--- src/rtl/tmds_pkg.sv ---
// tmds_pkg: shared TMDS control tokens, decoder state and data-decode helper
package tmds_pkg;

    localparam logic [9:0] TOKEN_C00 = 10'b1101010100;
    localparam logic [9:0] TOKEN_C01 = 10'b0010101011;
    localparam logic [9:0] TOKEN_C10 = 10'b0101010100;
    localparam logic [9:0] TOKEN_C11 = 10'b1010101011;

    typedef enum logic {SEARCH, LOCKED} tmds_state_e;

    function automatic logic [7:0] tmds_decode_data(input logic [9:0] w);
        logic [7:0] q;
        logic [7:0] d;
        q = w[9] ? ~w[7:0] : w[7:0];
        d[0] = q[0];
        for (int i = 1; i < 8; i++)
            d[i] = w[8] ? q[i] ^ q[i-1] : ~(q[i] ^ q[i-1]);
        return d;
    endfunction

endpackage

--- src/rtl/tmds_word_align.sv ---
// tmds_word_align: previous-word register and 10:1 bit-slip selector with registered output
module tmds_word_align (
    input  logic       clk_in,
    input  logic       rst_in,
    input  logic [9:0] tmds_in,
    input  logic [3:0] slip,
    output logic [9:0] word_out
);

    logic [9:0]  prev;
    logic [19:0] both;

    assign both = {tmds_in, prev};

    // older word occupies the low half, so slip selects how many of its bits are skipped
    always_ff @(posedge clk_in or negedge rst_in) begin
        if (!rst_in) begin
            prev     <= '0;
            word_out <= '0;
        end else begin
            prev     <= tmds_in;
            word_out <= 10'(both >> slip);
        end
    end

endmodule

--- src/rtl/tmds_decoder.sv ---
// tmds_decoder: TMDS channel receiver with bit-slip alignment search and 8b/2b decode
module tmds_decoder #(
    parameter int CTRL_LOCK_COUNT = 8,
    parameter int SEARCH_WINDOW   = 1024,
    parameter int LOCK_TIMEOUT    = 2048
) (
    input  logic       clk_in,
    input  logic       rst_in,
    input  logic [9:0] tmds_in,
    output logic [7:0] data_out,
    output logic [1:0] control_out,
    output logic       ve_out,
    output logic       valid_out,
    output logic [3:0] slip_out,
    output logic [7:0] lock_loss_out
);

    import tmds_pkg::*;

    localparam int RW = $clog2(CTRL_LOCK_COUNT + 1);
    localparam int WW = $clog2(SEARCH_WINDOW);
    localparam int TW = $clog2(LOCK_TIMEOUT);

    tmds_state_e state, state_nxt;
    logic [9:0]    word, last_word;
    logic [RW-1:0] run, run_nxt;
    logic [WW-1:0] win, win_nxt;
    logic [TW-1:0] tmo, tmo_nxt;
    logic [3:0]    slip_nxt;
    logic [7:0]    loss_nxt;
    logic [1:0]    tok_val;
    logic          is_tok, run_hit, slip_chg, skip, ve_q;

    tmds_word_align u_align (
        .clk_in  (clk_in),
        .rst_in  (rst_in),
        .tmds_in (tmds_in),
        .slip    (slip_out),
        .word_out(word)
    );

    assign is_tok  = word inside {TOKEN_C00, TOKEN_C01, TOKEN_C10, TOKEN_C11};
    assign tok_val = (word == TOKEN_C01) ? 2'b01 :
                     (word == TOKEN_C10) ? 2'b10 :
                     (word == TOKEN_C11) ? 2'b11 : 2'b00;
    assign run_nxt = (skip || !is_tok)                ? '0 :
                     (word != last_word)              ? RW'(1) :
                     (run == RW'(CTRL_LOCK_COUNT))    ? run : run + 1'b1;
    assign run_hit   = run_nxt == RW'(CTRL_LOCK_COUNT);
    assign valid_out = state == LOCKED;
    assign ve_out    = ve_q & valid_out;

    // next state: lock beats window expiry; lock loss and window expiry both advance the slip
    always_comb begin
        state_nxt = state;
        win_nxt   = '0;
        tmo_nxt   = '0;
        loss_nxt  = lock_loss_out;
        slip_chg  = 1'b0;
        if (state == SEARCH) begin
            if (run_hit)
                state_nxt = LOCKED;
            else if (win == WW'(SEARCH_WINDOW - 1))
                slip_chg = 1'b1;
            else
                win_nxt = win + 1'b1;
        end else if (!run_hit) begin
            if (tmo == TW'(LOCK_TIMEOUT - 1)) begin
                state_nxt = SEARCH;
                slip_chg  = 1'b1;
                loss_nxt  = (lock_loss_out == 8'hFF) ? lock_loss_out : lock_loss_out + 8'd1;
            end else begin
                tmo_nxt = tmo + 1'b1;
            end
        end
        slip_nxt = !slip_chg ? slip_out : (slip_out == 4'd9) ? 4'd0 : slip_out + 4'd1;
    end

    // state, counters and slip; the word straddling a slip change is excluded from the run
    always_ff @(posedge clk_in or negedge rst_in) begin
        if (!rst_in) begin
            state         <= SEARCH;
            run           <= '0;
            win           <= '0;
            tmo           <= '0;
            slip_out      <= '0;
            lock_loss_out <= '0;
            skip          <= 1'b0;
            last_word     <= '0;
        end else begin
            state         <= state_nxt;
            run           <= slip_chg ? '0 : run_nxt;
            win           <= win_nxt;
            tmo           <= tmo_nxt;
            slip_out      <= slip_nxt;
            lock_loss_out <= loss_nxt;
            skip          <= slip_chg;
            last_word     <= word;
        end
    end

    // decode register; control value persists through video periods
    always_ff @(posedge clk_in or negedge rst_in) begin
        if (!rst_in) begin
            data_out    <= '0;
            control_out <= '0;
            ve_q        <= 1'b0;
        end else begin
            data_out    <= tmds_decode_data(word);
            control_out <= is_tok ? tok_val : control_out;
            ve_q        <= !is_tok;
        end
    end

endmodule

--- config.mk ---
export PLATFORM = sky130hd
export DESIGN_NAME = tmds_decoder
export DESIGN_NICKNAME = d
export VERILOG_FILES = /design/src/rtl/tmds_pkg.sv /design/src/rtl/tmds_word_align.sv /design/src/rtl/tmds_decoder.sv
export SDC_FILE = /design/constraint.sdc
export NUM_CORES = 1
export LEC_CHECK = 0
export BUFFER_PORTS_ARGS = -buffer_cell sky130_fd_sc_hd__buf_4
export CAP_MARGIN = 20
export CORE_UTILIZATION = 64
export DETAILED_ROUTE_END_ITERATION = 10
export HOLD_SLACK_MARGIN = 0.12
export PLACE_DENSITY = 0.84
export SLEW_MARGIN = 10
export SYNTH_ARGS = -nofsm -noshare
export SYNTH_HDL_FRONTEND = slang
export SYNTH_SLANG_ARGS = --single-unit
--- constraint.sdc ---
create_clock -name clk_in -period 3.3 [get_ports clk_in]
set_input_delay 0.66 -clock clk_in [delete_from_list [all_inputs] [get_ports clk_in]]
set_output_delay 0.66 -clock clk_in [all_outputs]
set_load 0.05 [all_outputs]
==> results by stage <==
Yosys:
- The number of enable-type register cells in the synthesized netlist is 0.
- The post-synthesis instance total is 366.
- When the netlist entered floorplanning its net count stood at 383.
- The cell area that synthesis handed to floorplanning was 4030 sq um.
- The share of the Yosys chip area taken by registers is 0.4967.
- The number of distinct library cells after synthesis is 50.
- A synthesized cell averages 11.01 sq um.
- The commonest register cell after synthesis is sky130_fd_sc_hd__dfrtp_1.
- After synthesis, the share of flip-flops with an asynchronous set or reset is 1.000.
- The cell accounting for the most synthesized area is sky130_fd_sc_hd__dfrtp_1.
- After synthesis the netlist holds a flip-flop and latch count of 80.
- Sorting the synthesized cells by area gives the leading types as sky130_fd_sc_hd__dfrtp_1, sky130_fd_sc_hd__xor2_1, sky130_fd_sc_hd__mux2i_1.
- The area share of the largest cell type after synthesis is 0.4967.
- Yosys printed 0 warnings.

Placement:
- The count of input and output buffers is 35.
- The congestion estimate from routability-driven global placement came to 0.9084.
- The placed standard-cell area is 4309 sq um.
- The post-detailed-placement half-perimeter wirelength is 5258 microns.

Worst setup path:
- Data on the critical path is required at its endpoint by 2.64 ns.
- The peak per-stage delay on the critical path is 1.07 ns.
- For the worst setup path, the data arrival time is 1.77 ns.
- The destination of the worst register-to-register timing path is tmo[9].
- The worst setup path is launched from a flop.
- The worst setup path is of the flop to primary output kind.
- In this run the critical register-to-register path is launched from run[0].
- Of all nets on the critical path, the largest fanout is 27.
- The critical path capture point type is a primary output.
- The master of the slowest instance on the critical path is sky130_fd_sc_hd__dfrtp_1.
- The endpoint of the most critical setup path is slip_out[0].
- Across all register-to-register paths, the minimum setup slack is 0.89 ns.
- The number of cells on the worst reg-to-reg path is 8.
- The number of gates on the worst path with buffers counted is 1.
- The signal on the critical path passes through buf_4.
- In this run the worst setup path begins at slip_out[0].
- The combined buffer and inverter count along the critical path is 1.
- The largest delay contributor family on the critical path is flip-flops.

GRT:
- The aggregate global routing overflow is 0.
- The number of global-route vias before repair is 2,715.
- The maximum number of pins on one net before global-route repair is 81.
- The initial antenna violation count is 0.
- The first-pass GRT wire length is 12,630 microns.
- The global router's overall resource usage is 0.2563.

Routing:
- The detailed-route wire length per cell is 15.83 microns.
- The number of DRC violations after detailed-routing iteration 0 is 104.
- After detailed routing, the number of remaining DRC violations is 0.
- After detailed routing, the number of vias per cell comes to 5.797.
- The post-route antenna net violation count is 0.
- The total length of routed wires is 7549 microns.
- Before antenna repair, the detailed router went through 4 iterations.
- The via count is 2,765.

Finish:
- The finished cells cover 4528 sq um.
- The most common cell after layout, fill and taps aside is sky130_fd_sc_hd__dfrtp_1.
- The number of nets in the finished design is 414.
- The count of inserted antenna diode cells is 0.
- Leaving out fill and tap cells, the most frequent cells in the layout are sky130_fd_sc_hd__dfrtp_1, sky130_fd_sc_hd__nor2_1, sky130_fd_sc_hd__buf_4, sky130_fd_sc_hd__xor2_1, sky130_fd_sc_hd__xnor2_1.
- In the final layout, the share of cells above drive strength 1 is 0.1841.
- Compared with the post-synthesis result, the final layout area differs by 12.36%.

Floorplanning:
- For this configuration, the core starts out at a cell density of 0.6727.
- The initialized floorplan defines 28 standard-cell rows.
- After floorplanning, the core was sized to cover 5991 sq um.
- The die is 81.36 microns wide.
- The chip height is 81.36 microns.
- 36 I/O pins were placed.
- The floorplan step defined a die boundary enclosing 6619 sq um.

Timing:
- For the pin with the worst max-slew slack, the measured transition is 1.092 ns.
- Setup repair after global routing left no endpoint under its margin.
- The number of hold violations in the final report is 0.
- The maximum operating frequency is 412.0 MHz.
- The final-report setup violation count is 0.
- The worst pin sits at a relative slew slack of 0.2719.
- The number of pins with negative max-slew slack in the final report is 0.
- In the finished design, the share of the clock period the worst path needs comes to 0.7355.
- After layout, the minimum clock period comes to 2.427 ns.
- The worst clock skew is 0.009370 ns.
- Adding up every negative setup slack in the final design gives 0 ns.
- The worst slack on hold paths is 0.4356 ns.

Clock tree:
- The hold-fix buffer count after cts is 0.
- In this run the deepest clock path goes through 2 buffers.
- Post-CTS timing repair inserted 0 buffers for setup.
- After clock tree synthesis, the clock-pin slew on the worst setup and hold paths is 0.08 ns.
- The post-cts sizing count is 0.
- TritonCTS built the clock tree.
- For this design, the sink count on the clock tree is 80.
- CTS placed an instance of sky130_fd_sc_hd__clkbuf_8 at the clock tree root.
- TritonCTS created 9 clock buffers.
- The clock reaches the later pin of the worst-skew pair after 0.35 ns.
- The H-tree level count is 3.

Power and ir drop:
- The static power due to leakage is 1.910 nW.
- The total power per unit cell area is 447.3 nW/um^2.
- The peak ir drop on the vdd network is 0.4566 mV.

Job:
- Across the run, the number of max-cap violations was 0.

Run status:
- The run finished with clean final reports.

Hold path:
- The tightest min-delay check is of the input pin to flop type.
[per-stage QoR]
stage          std cells  utilization  total power [W]  setup slack [ns]
6_report             477       0.7558         0.002025            0.8728
3_5_place_dp         461       0.7193         0.001268            0.9213
5_1_grt              477       0.7558         0.002109            0.6331
3_3_place_gp         461       0.7193         0.001264            0.9582
4_1_cts              477       0.7558         0.002042            0.8576
2_1_floorplan        366            -         0.001191             1.060
[power by group]
part	internal, W	leakage [nW]	switching [W]
logic	0.0000725	0.795	0.000132
clock network	0.000427	0.110	0.000352
registers	0.00102	1.01	0.0000269
total	0.00151	1.91	0.000510
[sequential cells by signal, indices dropped and copies added, names as in the netlist]
name / cells
tmo: 11
last_word: 10
u_align.prev: 10
u_align.word_out: 10
win: 10
data_out: 8
lock_loss_out: 8
run: 4
slip_out: 4
control_out: 2
skip: 1
valid_out: 1
ve_q: 1
[synth_stat cells (all sizes together) (2+ instances only)]
| master | number |
|---|---|
| a211oi | 11 |
| a21oi | 14 |
| a31oi | 3 |
| and2 | 5 |
| and3 | 5 |
| and4bb | 2 |
| buf | 5 |
| clkbuf | 10 |
| dfrtp | 80 |
| ha | 5 |
| inv | 15 |
| mux2 | 4 |
| mux2i | 21 |
| mux4 | 6 |
| nand2 | 15 |
| nand2b | 2 |
| nand3 | 15 |
| nand3b | 2 |
| nand4 | 6 |
| nand4bb | 2 |
| nor2 | 48 |
| nor2b | 6 |
| nor3 | 5 |
| nor4 | 8 |
| o21ai | 7 |
| o2bb2ai | 2 |
| xnor2 | 23 |
| xor2 | 28 |
[routing by layer]
| metal | up-vias | GRT usage | share of wire |
|---|---|---|---|
| met5 | - | 0 | 0 |
| met4 | 0 | 0.07500 | 0.0090 |
| met3 | 8 | 0.06966 | 0.043 |
| met2 | 72 | 0.4200 | 0.50 |
| met1 | 1350 | 0.3323 | 0.45 |
| li1 | 1335 | - | - |
[worst min-delay path by stage]
stage               slack, ns                start              end  cells past startpoint
finish                   0.44           tmds_in[5]  u_align.prev[5]                      1
global route             0.42           tmds_in[7]  u_align.prev[7]                      1
CTS                      0.42           tmds_in[5]  u_align.prev[5]                      1
detailed placement       0.47       control_out[0]   control_out[0]                      1
global placement         0.47               win[0]           win[0]                      1
floorplan                0.35  u_align.word_out[2]     last_word[2]                      0
[cell families after synthesis]
group,synth area share
adders and majority gates,0.01552
buffers and inverters,0.03415
xor gates and xnor gates,0.1108
muxes,0.09779
DFF,0.4967
and+or+nand+nor,0.1645
AOI/OAI and AO/OA,0.08041
[area by class of cell]
class / count / area (sq um)
inverter: 16 / 60.06
tap: 75 / 93.84
clock buffer: 9 / 123.9
multi-input combinational: 255 / 1891
sequential: 80 / 2002
timing repair buffer: 35 / 262.8
clock inverter: 7 / 95.09
fill: 426 / 1463
Note: power is estimated with default switching activity, not from simulation.
